**config.mk**
```make
export PLATFORM = sky130hd
export DESIGN_NAME = reg_file_sb
export DESIGN_NICKNAME = d
export VERILOG_FILES = /design/src/rtl/reg_file_sb.sv
export SDC_FILE = /design/constraint.sdc
export NUM_CORES = 2
export LEC_CHECK = 0
export CAP_MARGIN = 20
export CORE_MARGIN = 2
export CORE_UTILIZATION = 55
export DETAILED_ROUTE_END_ITERATION = 8
export PLACE_DENSITY = 0.76
export SLEW_MARGIN = 10
export SYNTH_ARGS = -nofsm -noshare
export SYNTH_HDL_FRONTEND = slang
export SYNTH_SLANG_ARGS = --single-unit
```
**constraint.sdc**
```tcl
create_clock -name clk -period 2.68 [get_ports clk]
set_clock_uncertainty 0.05 [all_clocks]
set_input_delay 0.536 -clock clk [delete_from_list [all_inputs] [get_ports clk]]
set_output_delay 0.536 -clock clk [all_outputs]
set_load 0.02 [all_outputs]
```
**src/rtl/reg_file_sb.sv**
```systemverilog
// Parametrised register file with N combinational read ports, write-to-read bypass,
// optional hardwired-zero register and a pending-write scoreboard for RAW stalls.
module reg_file_sb #(
  parameter int DATA_W   = 32,
  parameter int ADDR_W   = 5,
  parameter int NUM_RD   = 2,
  parameter int ZERO_REG = 1
) (
  input  logic                     clk,
  input  logic                     rst_n,
  input  logic [NUM_RD*ADDR_W-1:0] rd_addr,
  output logic [NUM_RD*DATA_W-1:0] rd_data,
  output logic [NUM_RD-1:0]        rd_busy,
  input  logic                     wr_en,
  input  logic [ADDR_W-1:0]        wr_addr,
  input  logic [DATA_W-1:0]        wr_data,
  input  logic                     iss_en,
  input  logic [ADDR_W-1:0]        iss_addr,
  output logic [ADDR_W:0]          pend_cnt,
  output logic                     pend_full
);

  localparam int unsigned DEPTH = 2 ** ADDR_W;
  localparam logic [ADDR_W:0] MAX_CNT = (ADDR_W + 1)'(DEPTH - ZERO_REG);

  logic [DATA_W-1:0] mem [DEPTH];
  logic [DEPTH-1:0]  pend;
  logic [ADDR_W-1:0] ra [NUM_RD];
  logic              wr_ok, iss_ok, set_new, clr_old;

  function automatic logic is_zero(input logic [ADDR_W-1:0] a);
    return (ZERO_REG != 0) && (a == '0);
  endfunction

  always_comb begin
    wr_ok   = wr_en && !is_zero(wr_addr);
    iss_ok  = iss_en && !is_zero(iss_addr);
    set_new = iss_ok && !pend[iss_addr];
    // a re-issue to the register being written keeps it pending, so no decrement
    clr_old = wr_ok && pend[wr_addr] && !(iss_ok && (iss_addr == wr_addr));
  end

  always_ff @(posedge clk or negedge rst_n) begin
    if (!rst_n) begin
      for (int unsigned i = 0; i < DEPTH; i++) mem[i] <= '0;
    end else if (wr_ok) begin
      mem[wr_addr] <= wr_data;
    end
  end

  // issue assignment follows the write clear so issue wins on a shared address
  always_ff @(posedge clk or negedge rst_n) begin
    if (!rst_n) begin
      pend <= '0;
    end else begin
      if (wr_ok)  pend[wr_addr]  <= 1'b0;
      if (iss_ok) pend[iss_addr] <= 1'b1;
    end
  end

  always_ff @(posedge clk or negedge rst_n) begin
    if (!rst_n) begin
      pend_cnt <= '0;
    end else begin
      pend_cnt <= pend_cnt + (ADDR_W + 1)'(set_new) - (ADDR_W + 1)'(clr_old);
    end
  end

  assign pend_full = (pend_cnt == MAX_CNT);

  always_comb begin
    rd_data = '0;
    rd_busy = '0;
    for (int unsigned k = 0; k < NUM_RD; k++) begin
      ra[k] = rd_addr[k*ADDR_W +: ADDR_W];
      if (is_zero(ra[k])) begin
        rd_data[k*DATA_W +: DATA_W] = '0;
        rd_busy[k]                  = 1'b0;
      end else if (rst_n && wr_en && (wr_addr == ra[k])) begin
        // bypass is gated by reset so reads stay zero while the array is held clear
        rd_data[k*DATA_W +: DATA_W] = wr_data;
        rd_busy[k]                  = 1'b0;
      end else begin
        rd_data[k*DATA_W +: DATA_W] = mem[ra[k]];
        rd_busy[k]                  = pend[ra[k]];
      end
    end
  end

endmodule

```
==> run metrics <==
Mapped Cells=4029; R2R depth=14; dpl hpwl=122000 µm; Cell Area, Synth=0.0583 mm²; Synth Flop Type=dfrtp_1; fin crit share=1.24; via count=43891; Switching Share=0.295; Seq pwr share=0.412; Die Height=330 µm; port bufs=128; R2R setup slack=-0.34 ns; startpoint types=flop; CTS tree=yes; clock tree buffer depth=3; Final Max Tran Viols=0; outcome=finished with violations; Synth cell types=65; clock power share=0.321; Max-Slew Margin vs Limit=0.216; wire length on met2=93100 µm; FP Rows=119; routability cong.=0.930; Yosys top cell area share=0.456; cell-internal power=37.2 mW; Final Setup Violations=71; synthesized flop and latch total=1062; initial antenna violation count=3; dominant delay contributor by cell family on the critical path=multiplexers; final net count=4774; met1 wire length=73000 µm; Pleak=33.1 nW; CTS Buf Count=113; number of global-route vias before repair=45159; Detail Route Antenna Nets=0; wire length of the first global-routing pass=295000 µm; Yosys warnings=0; GRT Residual Overflow=0; 1st-pass router iterations=6; Worst Path Max Fanout=2; WS Path Type=flop to primary output; Crit path buffers/inverters=1; maxcap violations=0; most common cell after layout, fill and taps aside=dfrtp_1; Async S/R FF share, synth=1.00; Post-synth EDFFs=0; CP arrival=2.74 ns; slowest stage delay, CP=0.53 ns; fillers=6140; RSZ-0062 raised after global routing=yes; worst reg2reg path endpoint=pend_cnt[4]; CP Capture Type=primary output; per-cell routed wire length=33.3 µm; H-tree depth=3; total power=52.7 mW; Fmax=0.301 GHz; clock-pin slew on the worst setup and hold paths=0.06 ns; Logic pwr share=0.267; placed cell areas=0.0666 mm²; post-route cell area=0.0753 mm²; failing checks=negative setup slack; share of post-route cells with drive strength above 1=0.620; syn nets=4094; clock sinks=1062; commonest non-fill, non-tap cells in the layout=1052 x dfrtp_1, 998 x mux2_2, 585 x buf_4; crit path cell chain=mux4_2, mux4_2, nor2_2, a211oi_1, a22o_1, buf_6; I/O pin count=129; CP most frequent cell=mux4_2; Yosys top cell by area=dfrtp_1; clk root buf=clkbuf_16; Post-Syn Area per Cell=14.5 µm²; total wire length=207000 µm; final hold violation count=0; highest routed layer=met5; DR DRC count=0; min setup slack post-route=-0.644 ns; largest net degree at the start of global routing=185; Starting Density=0.554; Avg Vias per Cell=7.07; hold crit path type=input port to asynchronous set/reset pin; fin crit period=3.32 ns; Hold WS=0.310 ns; slowest stage cell, crit path=mux4_2; Area growth syn-to-layout=29.2%; VDD IR max=0.701 mV; GRT Total Usage=0.367; pwr/cell area=700 mW/mm²; Psw=15.5 mW; die area=0.109 mm²; synth top area cells=dfrtp_1 46%, mux2_2 19%, mux4_2 17%; Starting DRT DRC Count=4768; worst skew pair latency=0.71 ns; RR Startpoint=pend[21]; CP required=2.09 ns; die outline width=330 µm; metal3 WL=24400 µm; register area share after synthesis=0.456; Worst-Margin Slew=1.18 ns; Core ar.=0.105 mm²
## cells by family (layout without fill, tap and decap cells)
logic type,Yosys count,after routing,synth area share
muxes,1731,1731,0.412
AOI/OAI and AO/OA,514,514,0.0655
and+or+nand+nor,219,219,0.0203
DFF,1062,1062,0.456
xor gates and xnor gates,19,19,0.00285
adders and majority gates,9,9,0.00206
other,0,8,0
buffers and inverters,475,1252,0.0413
## worst max path at each step
stage | slack, ns | to | cells after the start | start
6_report | -0.64 | rd_data[30] | 6 | mem[574]
5_1_grt | -0.68 | rd_data[30] | 6 | mem[574]
4_1_cts | -0.68 | rd_data[30] | 6 | mem[574]
3_5_place_dp | -1.14 | rd_data[59] | 8 | rd_addr[9]
3_3_place_gp | -1.39 | rd_data[10] | 8 | wr_addr[0]
2_1_floorplan | -0.29 | pend_cnt[4] | 15 | wr_addr[0]
## metrics by stage
stage	setup TNS [ns]	utilization	setup slack, ns	instances
final	-31.77	0.716	-0.644	6205
after floorplan	-0.675	-	-0.287	4029
after global routing	-33.61	0.715	-0.684	6197
after detailed placement	-192.94	0.633	-1.14	5796
after global placement	-178.46	0.633	-1.39	5795
after CTS	-29.49	0.699	-0.679	6134
## per-layer routing
layer	vias to the layer above	GRT usage
li1	17101	-
met1	22747	0.470
met2	3034	0.559
met3	1007	0.101
met4	2	0.226
met5	-	0.000870
## flip-flops by register name, summed over array words and instances (netlist names)
| name | count |
|---|---|
| pend | 32 |
| pend_cnt | 6 |
| mem | 1024 |
## Yosys cell counts, types with 21 or more instances
cell      number
buf_2        134
nand2_1       37
a22oi_1       41
buf_6         30
mux4_2       437
a211o_1       37
nor3_1        32
dfrtp_1     1062
nor2_1        36
clkbuf_1     221
nor2b_1       29
a21oi_1       71
a221oi_1      98
buf_1         27
a211oi_1      65
buf_4         39
mux2_2      1000
a221o_1       26
o22ai_1       37
o21bai_1      34
o21ai_0       50
mux2i_1      294
nand2b_1      21
## power groups by stage
stage	clock network [mW]	logic [mW]	registers, mW
after floorplan	0	8.10	20.9
after global placement	0	11.7	21.4
after detailed placement	0	12.0	21.7
after CTS	16.9	13.1	21.4
after global routing	17.6	14.7	22.0
final	16.9	14.1	21.7
## tightest hold or removal path: stages
cell           delay, ns
buf_8               0.10
dlygate4sd3_1       0.55
buf_4               0.27
## timing repair
action,4_1_cts,5_1_grt
resized for setup,700,238
pin swaps,141,141
hold buffers,1,0
endpoints found under the setup margin,72,151
endpoints found under the hold margin,14,0
cloned,17,13
buffers inserted,117,70
## area by class of cell
cell class,count,area [µm²],area share
multi-input combinational,2492,31500,0.418
sequential,1062,26600,0.353
timing repair buffer,1023,11500,0.153
clock buffer,159,3250,0.0432
tap,1391,1740,0.0231
clock inverter,53,712,0.00945
inverter,17,63.8,0.000847
antenna,8,20.0,0.000266
Note: power is estimated with default switching activity, not from simulation.
